File: src/rtl/mymodule_arb_pkg.sv
// Shared types and helpers for the round-robin datapath arbiter.
// Holds the ID-width helper, the issue-stage states and the round-robin picker.
package mymodule_arb_pkg;

    // Widest request vector rr_pick accepts; NUM_REQ must not exceed this.
    localparam int RR_MAX = 64;

    function automatic int ID_W(input int n);
        return (n > 1) ? $clog2(n) : 1;
    endfunction

    typedef enum logic {
        ST_EMPTY = 1'b0,
        ST_HOLD  = 1'b1
    } issue_state_e;

    // First set bit of valid at or above ptr, wrapping at n-1; returns ptr when none set.
    function automatic int rr_pick(input logic [RR_MAX-1:0] valid, input int ptr, input int n);
        int   win;
        int   idx;
        logic found;
        win   = ptr;
        found = 1'b0;
        for (int i = 0; i < n; i++) begin
            idx = ptr + i;
            if (idx >= n) idx = idx - n;
            if (!found && valid[idx]) begin
                win   = idx;
                found = 1'b1;
            end
        end
        return win;
    endfunction

endpackage

File: src/rtl/mymodule_arb_idfifo.sv
// Circular FIFO of requester IDs for in-flight transactions.
// Synchronous write, asynchronous read of the head; depth need not be a power of two.
module mymodule_arb_idfifo
    import mymodule_arb_pkg::*;
#(
    parameter int DEPTH = 4,
    parameter int W     = 2,
    localparam int CNT_W = $clog2(DEPTH + 1)
) (
    input  logic             clk,
    input  logic             rst_n,
    input  logic             push,
    input  logic [W-1:0]     push_id,
    input  logic             pop,
    output logic [W-1:0]     head,
    output logic             full,
    output logic             empty,
    output logic [CNT_W-1:0] count
);

    localparam int PTR_W = ID_W(DEPTH);

    logic [W-1:0]     mem [DEPTH];
    logic [PTR_W-1:0] wr_ptr;
    logic [PTR_W-1:0] rd_ptr;
    logic [CNT_W-1:0] cnt;
    logic             do_push;
    logic             do_pop;

    assign full    = (cnt == CNT_W'(DEPTH));
    assign empty   = (cnt == '0);
    assign count   = cnt;
    assign head    = mem[rd_ptr];
    assign do_push = push && !full;
    assign do_pop  = pop && !empty;

    function automatic logic [PTR_W-1:0] ptr_inc(input logic [PTR_W-1:0] p);
        return (p == PTR_W'(DEPTH - 1)) ? '0 : p + PTR_W'(1);
    endfunction

    always_ff @(posedge clk) begin
        if (do_push) mem[wr_ptr] <= push_id;
    end

    always_ff @(posedge clk or negedge rst_n) begin
        if (!rst_n) begin
            wr_ptr <= '0;
            rd_ptr <= '0;
            cnt    <= '0;
        end else begin
            if (do_push) wr_ptr <= ptr_inc(wr_ptr);
            if (do_pop)  rd_ptr <= ptr_inc(rd_ptr);
            case ({do_push, do_pop})
                2'b10:   cnt <= cnt + CNT_W'(1);
                2'b01:   cnt <= cnt - CNT_W'(1);
                default: cnt <= cnt;
            endcase
        end
    end

endmodule

File: src/rtl/mymodule_arbiter.sv
// Round-robin arbiter sharing one in-order datapath between NUM_REQ requesters.
// Registered issue stage toward the datapath; an ID FIFO routes responses back.
module mymodule_arbiter
    import mymodule_arb_pkg::*;
#(
    parameter int WIDTH           = 8,
    parameter int NUM_REQ         = 4,
    parameter int MAX_OUTSTANDING = 4,
    localparam int CNT_W = $clog2(MAX_OUTSTANDING + 1)
) (
    input  logic                     clk_i,
    input  logic                     rst_ni,
    input  logic [NUM_REQ-1:0]       req_valid_i,
    input  logic [NUM_REQ*WIDTH-1:0] req_data_i,
    output logic [NUM_REQ-1:0]       req_ready_o,
    output logic                     dp_valid_o,
    output logic [WIDTH-1:0]         dp_data_o,
    input  logic                     dp_ready_i,
    input  logic                     dp_rsp_valid_i,
    input  logic [WIDTH-1:0]         dp_rsp_data_i,
    output logic [NUM_REQ-1:0]       rsp_valid_o,
    output logic [WIDTH-1:0]         rsp_data_o,
    output logic [CNT_W-1:0]         outstanding_o,
    output logic                     busy_o,
    output logic                     err_o
);

    localparam int IDW = ID_W(NUM_REQ);

    issue_state_e       state_q, state_d;
    logic [WIDTH-1:0]   issue_data_q;
    logic [IDW-1:0]     ptr_q;
    logic [IDW-1:0]     winner;
    logic               grant;
    logic               slot_free;

    logic               fifo_full;
    logic               fifo_empty;
    logic [IDW-1:0]     fifo_head;
    logic [CNT_W-1:0]   fifo_count;
    logic               pop_ok;

    logic [NUM_REQ-1:0] rsp_valid_q;
    logic [WIDTH-1:0]   rsp_data_q;
    logic               err_q;

    // The issue slot frees up this cycle if it is empty or being accepted now.
    assign slot_free = (state_q == ST_EMPTY) || dp_ready_i;
    assign grant     = slot_free && !fifo_full && (|req_valid_i);
    assign winner    = IDW'(rr_pick(RR_MAX'(req_valid_i), int'(ptr_q), NUM_REQ));

    assign req_ready_o = grant ? (NUM_REQ'(1) << winner) : '0;

    always_comb begin
        state_d = state_q;
        case (state_q)
            ST_EMPTY: if (grant) state_d = ST_HOLD;
            ST_HOLD:  if (dp_ready_i && !grant) state_d = ST_EMPTY;
            default:  state_d = ST_EMPTY;
        endcase
    end

    always_ff @(posedge clk_i or negedge rst_ni) begin
        if (!rst_ni) begin
            state_q      <= ST_EMPTY;
            issue_data_q <= '0;
            ptr_q        <= '0;
        end else begin
            state_q <= state_d;
            if (grant) begin
                issue_data_q <= req_data_i[winner*WIDTH +: WIDTH];
                ptr_q        <= (winner == IDW'(NUM_REQ - 1)) ? '0 : winner + IDW'(1);
            end
        end
    end

    assign dp_valid_o = (state_q == ST_HOLD);
    assign dp_data_o  = issue_data_q;

    mymodule_arb_idfifo #(
        .DEPTH (MAX_OUTSTANDING),
        .W     (IDW)
    ) u_idfifo (
        .clk     (clk_i),
        .rst_n   (rst_ni),
        .push    (grant),
        .push_id (winner),
        .pop     (dp_rsp_valid_i),
        .head    (fifo_head),
        .full    (fifo_full),
        .empty   (fifo_empty),
        .count   (fifo_count)
    );

    assign pop_ok = dp_rsp_valid_i && !fifo_empty;

    // A response with nothing in flight has no owner: flag it and drop it.
    always_ff @(posedge clk_i or negedge rst_ni) begin
        if (!rst_ni) begin
            rsp_valid_q <= '0;
            rsp_data_q  <= '0;
            err_q       <= 1'b0;
        end else begin
            rsp_valid_q <= pop_ok ? (NUM_REQ'(1) << fifo_head) : '0;
            if (pop_ok) rsp_data_q <= dp_rsp_data_i;
            if (dp_rsp_valid_i && fifo_empty) err_q <= 1'b1;
        end
    end

    assign rsp_valid_o   = rsp_valid_q;
    assign rsp_data_o    = rsp_data_q;
    assign outstanding_o = fifo_count;
    assign busy_o        = (fifo_count != '0) || dp_valid_o;
    assign err_o         = err_q;

endmodule

File: config.mk
export PLATFORM = sky130hd
export DESIGN_NAME = mymodule_arbiter
export DESIGN_NICKNAME = d
export VERILOG_FILES = /design/src/rtl/mymodule_arb_pkg.sv /design/src/rtl/mymodule_arb_idfifo.sv /design/src/rtl/mymodule_arbiter.sv
export SDC_FILE = /design/constraint.sdc
export NUM_CORES = 1
export LEC_CHECK = 0
export CAP_MARGIN = 20
export CORE_ASPECT_RATIO = 0.75
export CORE_MARGIN = 8
export CORE_UTILIZATION = 50
export CTS_BUF_LIST = sky130_fd_sc_hd__clkbuf_8
export DETAILED_ROUTE_END_ITERATION = 16
export MAX_ROUTING_LAYER = met4
export PLACE_DENSITY = 0.87
export SETUP_SLACK_MARGIN = 0.02
export SLEW_MARGIN = 20
export SYNTH_ARGS = -nofsm -noshare
export SYNTH_HDL_FRONTEND = slang
export SYNTH_HIERARCHICAL = 1
export SYNTH_SLANG_ARGS = --single-unit
File: constraint.sdc
create_clock -name clk_i -period 4.4 [get_ports clk_i]
set_clock_uncertainty 0.05 [all_clocks]
set_input_delay 0.66 -clock clk_i [delete_from_list [all_inputs] [get_ports clk_i]]
set_output_delay 0.66 -clock clk_i [all_outputs]
set_load 0.01 [all_outputs]
### Word-level counts from Yosys, hierarchy flattened

Memory sizes are Yosys's and may differ from the RTL's.
Index checks and enable logic that the tools add are counted.

| storage, ports and cells | value |
|---|---|
| bits in registers | 31 |
| latch bits | 0 |
| RAM bits | 8 |
| ROM bits | 0 |
| input port bits | 48 |
| output and inout bits | 30 |
| logic and storage cells | 95 |
| memories kept | 1 |

Memory list:

| memory | depth | bits a word | read ports | clocked after memory_dff | write ports | RTL line | source |
|---|---|---|---|---|---|---|---|
| u_idfifo.mem | 4 | 2 | 1 | 0 | 1 | mymodule_arb_idfifo.sv:23 | `logic [W-1:0] mem [DEPTH];` |

| cells by class | value |
|---|---|
| add/sub/neg operators | 12 |
| multipliers | 0 |
| div/mod/pow operators | 0 |
| $lt $le $gt $ge | 8 |
| eq/ne operators | 6 |
| shifts and indexed selects | 3 |
| mux-type cells | 34 |
| bitwise operators | 1 |
| reduce and logical (&&, ||, !) cells | 21 |

Operators with widths:

| cell | number |
|---|---|
| $lt A32 B8 Y1 const B | 4 |
| $mux W32 | 4 |
| $shiftx A32 B6 Y8 | 1 |
| $bmux W1 S6 | 4 |
| $mux W1 | 15 |
| $mux W2 | 7 |
| $sub A3 B3 Y4 const B | 3 |
| $ge A3 B3 Y1 const B | 3 |
| $logic_and A1 B1 Y1 | 9 |
| $eq A2 B2 Y1 const B | 4 |
| $mux W4 | 2 |
| $shl A1 B2 Y4 const A | 2 |
| $add A2 B1 Y2 const B | 3 |
| $add A2 B2 Y3 const B | 2 |
| $logic_not A1 Y1 | 6 |
| $pmux W3 S2 | 1 |
| $reduce_or A4 Y1 | 1 |
| $sub A2 B3 Y4 const B | 1 |
| $add A2 B1 Y3 const B | 1 |
| $add A3 B1 Y3 const B | 1 |
| $eq A3 B3 Y1 const B | 1 |
| $ge A2 B3 Y1 const B | 1 |
| $logic_not A3 Y1 | 1 |
| $reduce_bool A3 Y1 | 1 |
| other kinds (6) | 7 |

### Logic depth before layout (Yosys ltp)

| logic depth | value |
|---|---|
| depth in word-level cells | 17 |
| gate-level depth with buffers | 13 |
| gate-level depth less buffers | 13 |

### Hierarchy

The synthesis kept the hierarchy.

Modules (own cells, without submodules):

| module | instances | cells each | area an instance (um^2) | seq. area each (um^2) |
|---|---|---|---|---|
| mymodule_arbiter | 1 | 129 | 1465.2 | 600.6 |
| mymodule_arb_idfifo | 1 | 50 | 772.0 | 415.4 |

### Worst setup path after synthesis

Ideal clock, no wire load.

| path | value |
|---|---|
| kind | flip-flop to output port |
| start point | reg ptr_q[1] |
| end point | out req_ready_o[2] |
| arrival | 2556 ps |
| required time | 3690 ps |
| setup slack | 1134 ps |
| cell stages (with the launch flop) | 11 |
| path buffers | 2 |
| cell sequence | dfrtp_1 -> clkbuf_1 -> inv_1 -> ha_1 -> mux2_2 -> nand4_1 -> a31oi_1 -> xnor2_1 -> nand2b_1 -> clkbuf_1 -> nor2b_1 |

| on the way | value |
|---|---|
| cells in the longest elaborated chain, start to end | 17 |
| elaborated cells on any way between the ends | 42 |
| those cells by class | add/sub (7); order compare (4); shift (1); mux (24); reduce/logical (6) |

RTL lines:

| item | RTL line | source |
|---|---|---|
| start, declared | mymodule_arbiter.sv:32 | `logic [IDW-1:0] ptr_q;` |
| start signal, assigned | mymodule_arbiter.sv:72 | `ptr_q <= (winner == IDW'(NUM_REQ - 1)) ? '0 : winner + IDW'(1);` |
| parallel branches: the longest is 14 deep, another holds $sub A3 B3 Y4 | - |  |
| $mux W2 (*) | mymodule_arb_pkg.sv:27 | `if (!found && valid[idx]) begin` |
| net winner[0] | mymodule_arbiter.sv:33 | `logic [IDW-1:0] winner;` |
| $shl A1 B2 Y4 (*) | mymodule_arbiter.sv:52 | `assign req_ready_o = grant ? (NUM_REQ'(1) << winner) : '0;` |
| $mux W4 (*) | mymodule_arbiter.sv:52 |  |
| end, declared | mymodule_arbiter.sv:15 | `output logic [NUM_REQ-1:0] req_ready_o,` |

Mark *: on every way through the listed nets, which the timed path passes. The select of a mux whose other input is x is not followed.

### Worst setup path after layout

| path | value |
|---|---|
| start point | in req_valid_i[0] |
| end point | out req_ready_o[3] |

| on the way | value |
|---|---|
| cells in the longest elaborated chain, start to end | 15 |
| elaborated cells on any way between the ends | 29 |
| those cells by class | shift (1); mux (20); reduce/logical (8) |

RTL lines:

| item | RTL line | source |
|---|---|---|
| start, declared | mymodule_arbiter.sv:13 | `input logic [NUM_REQ-1:0] req_valid_i,` |
| $bmux W1 S6 | mymodule_arb_pkg.sv:27 |  |
| $mux W1 (implied by the code) (2 in a row) | mymodule_arb_pkg.sv:27 |  |
| $mux W1 | mymodule_arb_pkg.sv:27 |  |
| $logic_not A1 Y1 | mymodule_arb_pkg.sv:27 |  |
| $logic_and A1 B1 Y1 | mymodule_arb_pkg.sv:27 |  |
| $mux W1 | mymodule_arb_pkg.sv:27 |  |
| $logic_not A1 Y1 | mymodule_arb_pkg.sv:27 |  |
| $logic_and A1 B1 Y1 | mymodule_arb_pkg.sv:27 |  |
| $mux W1 | mymodule_arb_pkg.sv:27 |  |
| $logic_not A1 Y1 | mymodule_arb_pkg.sv:27 |  |
| $logic_and A1 B1 Y1 | mymodule_arb_pkg.sv:27 |  |
| $mux W2 | mymodule_arb_pkg.sv:27 |  |
| $shl A1 B2 Y4 | mymodule_arbiter.sv:52 |  |
| $mux W4 (*) | mymodule_arbiter.sv:52 |  |

Every way passes the cells marked *; elsewhere a longest branch is shown, timed or not. The select of a mux whose other input is x is not followed.

==> results.cfg <==
[status]
outcome = complete, no violations

[global_route]
grt_start_max_net_pins = 32
grt_pass1_vias = 1788
grt_pass1_wl_um = 8500
antenna_found_initial = 0
grt.overflow.total = 0
grt_usage = 0.1616

[synthesis]
synth_seq_cells = 39
ys_seq_area_frac = 0.4541
synth.most_common_cell = dfrtp_1
synth_edf_count = 8
synth_area_leader_cell = dfrtp_1
async_flop_share = 0.7949
synth.top_cell.area_share = 0.3468
synthTopCellsByCount = 31 x dfrtp_1, 19 x mux2i_1, 15 x nand2_1, 12 x inv_1, 11 x mux2_2
yosysWarnings = 6
syn_area_mm2 = 0.002237
synthFlopType = dfrtp_1
ys_types = 42
syn-instance-count = 179
synth_nets = 238
synth_area_per_cell_um2 = 12.50
synth.area.top_cells = dfrtp_1 35%, edfxtp_1 11%, mux2i_1 8.5%, ha_1 5.6%, mux2_2 5.5%

[critical_path]
r2r_start = ptr_q[0]
worstSetupPathType = input port to primary output
worstPathArrival_ps = 3500
worstPathCellList = clkdlybuf4s50_1, mux4_2, a31oi_1, a21oi_1, o31ai_4, and3_1, clkdlybuf4s50_1
reg2reg_depth = 9
crit_buf_inv = 2
cp.required_ps = 3690
slowest_delay_ps = 710
path_common_cell = clkdlybuf4s50_1
cp_max_fo = 18
cp-end-kind = primary output
start_kind = input port
rr_endpoint = dp_data_o[1]
r2r_slack_ps = 1210
cp_slowest_cell = o31ai_4
critical-path-top-delay-family = buffers and inverters

[clocking]
cts.clk_slew.worst_paths_ps = 70
clk_path_buf_depth = 2
clk_latency_ps = 280
cts_tree = done
numCtsBuffers = 5
htree_num_levels = 2
ctsHoldBuffers = 0
root_buffer = clkbuf_8
cts_sinks = 39

[power]
p_sw_frac = 0.3721
power_frac_seq = 0.271
p_int_mw = 1.554
p_leak_nw = 1.374
p_clk_frac = 0.139
p_per_area_mw_per_mm2 = 769.2
switchingPower_mw = 0.9212
peakVddDrop_mv = 0.4952
total_power_mw = 2.475
p_comb_frac = 0.590

[die]
io_pins = 78
row_count = 21
die_h_um = 73.93
chipWidth_um = 93.24
dieArea_mm2 = 0.006893
core_mm2 = 0.004388
start_util = 0.5098

[final_layout]
syn_to_final_growth_pct = 43.85
fillCellCount = 317
multiInputGateArea_mm2 = 0.001122
n_antenna_cell = 0
layout.area.seq_mm2 = 0.001016
fin_util = 0.7334
layout.nets = 323
drive_above_1_share = 0.1736

[sta]
worst_slack_ps = 185.6
setup_violations = 0
tightest_slew_ps = 899.4
rsz0062_at_grt = no
setup_tns_ps = 0
slew_headroom = 0.3992
worst_hold_slack_ps = 423.1
fin_crit_sh = 0.9578
fin_crit_ps = 4214
drv_slew = 0
hold_violations = 0
max_freq_mhz = 237.3

[route]
drcViolationCount = 0
drt-initial-drc-count = 110
wl_per_cell_um = 16.46
routed_via_density = 5.289
dr.pass1.iters = 4
routed_wl_um = 5300
vias = 1703
detail-route-antenna-nets = 0

[placed_design]
place_ws_ps = 122.7
port_buffers = 77
gp_congestion = 0.9202
dpl.hpwl_um = 3998

[min_path]
holdPathStages = 1
worstHoldStart = err_o
hold_class = flip-flop to flip-flop
min_to = err_o

[flow_run]
max_cap_viol_count = 0
-- final cells by class --
| class | count | share of cell area |
|---|---|---|
| tap | 57 | 0.02216 |
| timing repair buffer | 85 | 0.2582 |
| multi-input combinational | 121 | 0.3488 |
| inverter | 12 | 0.01400 |
| clock inverter | 3 | 0.01983 |
| sequential | 39 | 0.3157 |
| clock buffer | 5 | 0.02138 |
-- power by group through the flow --
stage | Combinational (mW) | Clock, mW | Sequential (mW)
finish | 1.46 | 0.343 | 0.671
global route | 1.59 | 0.367 | 0.690
global placement | 1.40 | 0 | 0.668
floorplan | 0.982 | 0 | 0.704
CTS | 1.47 | 0.349 | 0.673
detailed placement | 1.44 | 0 | 0.674
-- cell families (layout without fill, tap and decap cells) --
logic type                 Yosys count  after routing  synth area share
DFF                                 39             39            0.4541
AOI/OAI and AO/OA                   19             19           0.07606
xor gates and xnor gates             6              6           0.02349
buffers and inverters               19            105           0.04753
and+or+nand+nor                     46             46            0.1230
muxes                               39             39            0.2108
adders and majority gates           11             11           0.06488
-- how the worst max path moves through the flow --
stage	startpoint	end	slack (ps)	cells past startpoint
after floorplan	ptr_q[1]	req_ready_o[2]	1130	10
after global placement	req_valid_i[0]	req_ready_o[3]	150	7
after detailed placement	req_valid_i[0]	req_ready_o[3]	120	7
after CTS	req_valid_i[0]	req_ready_o[3]	110	7
after global routing	req_valid_i[0]	req_ready_o[3]	20	7
final	req_valid_i[0]	req_ready_o[3]	190	7
-- sequential cells by signal, indices dropped and copies added (netlist names) --
name	cells
dp_data_o	8
dp_valid_o	1
err_o	1
ptr_q	2
rsp_data_o	8
rsp_valid_o	4
u_idfifo/count	3
u_idfifo/mem	8
u_idfifo/rd_ptr	2
u_idfifo/wr_ptr	2
-- layout by cell type, fill, tap and decap left out, types with 4 or more instances in the layout --
master | netlist | routed
mux4_2 | 4 | 4
ha_1 | 10 | 10
mux2i_1 | 19 | 19
nand2b_1 | 4 | 4
nand2_1 | 15 | 15
and2_2 | 5 | 5
mux2_2 | 11 | 11
nor2_1 | 7 | 7
dfrtp_1 | 31 | 31
edfxtp_1 | 8 | 8
o221ai_1 | 8 | 8
buf_4 | 0 | 8
inv_1 | 12 | 13
clkbuf_8 | 0 | 5
clkdlybuf4s50_1 | 0 | 77
-- metrics by stage --
step                cell area (um^2)  std cells
finish                          3218        322
global route                    3218        322
CTS                             3211        322
detailed placement              3078        314
global placement                3078        314
floorplan                       2237        179
-- metal layers --
metal  vias up  track usage  wire, um
met5         -            -         0
met1       826       0.1829      2284
li1        809            -         -
met3         7      0.06149       342
met2        61       0.2676      2603
met4         0      0.03559        70
-- repair_timing --
action                     CTS  global route
resized for setup            0             1
setup endpoints to repair    0             3
setup buffers                0             0
No activity file was read; power rests on OpenSTA's default activity.
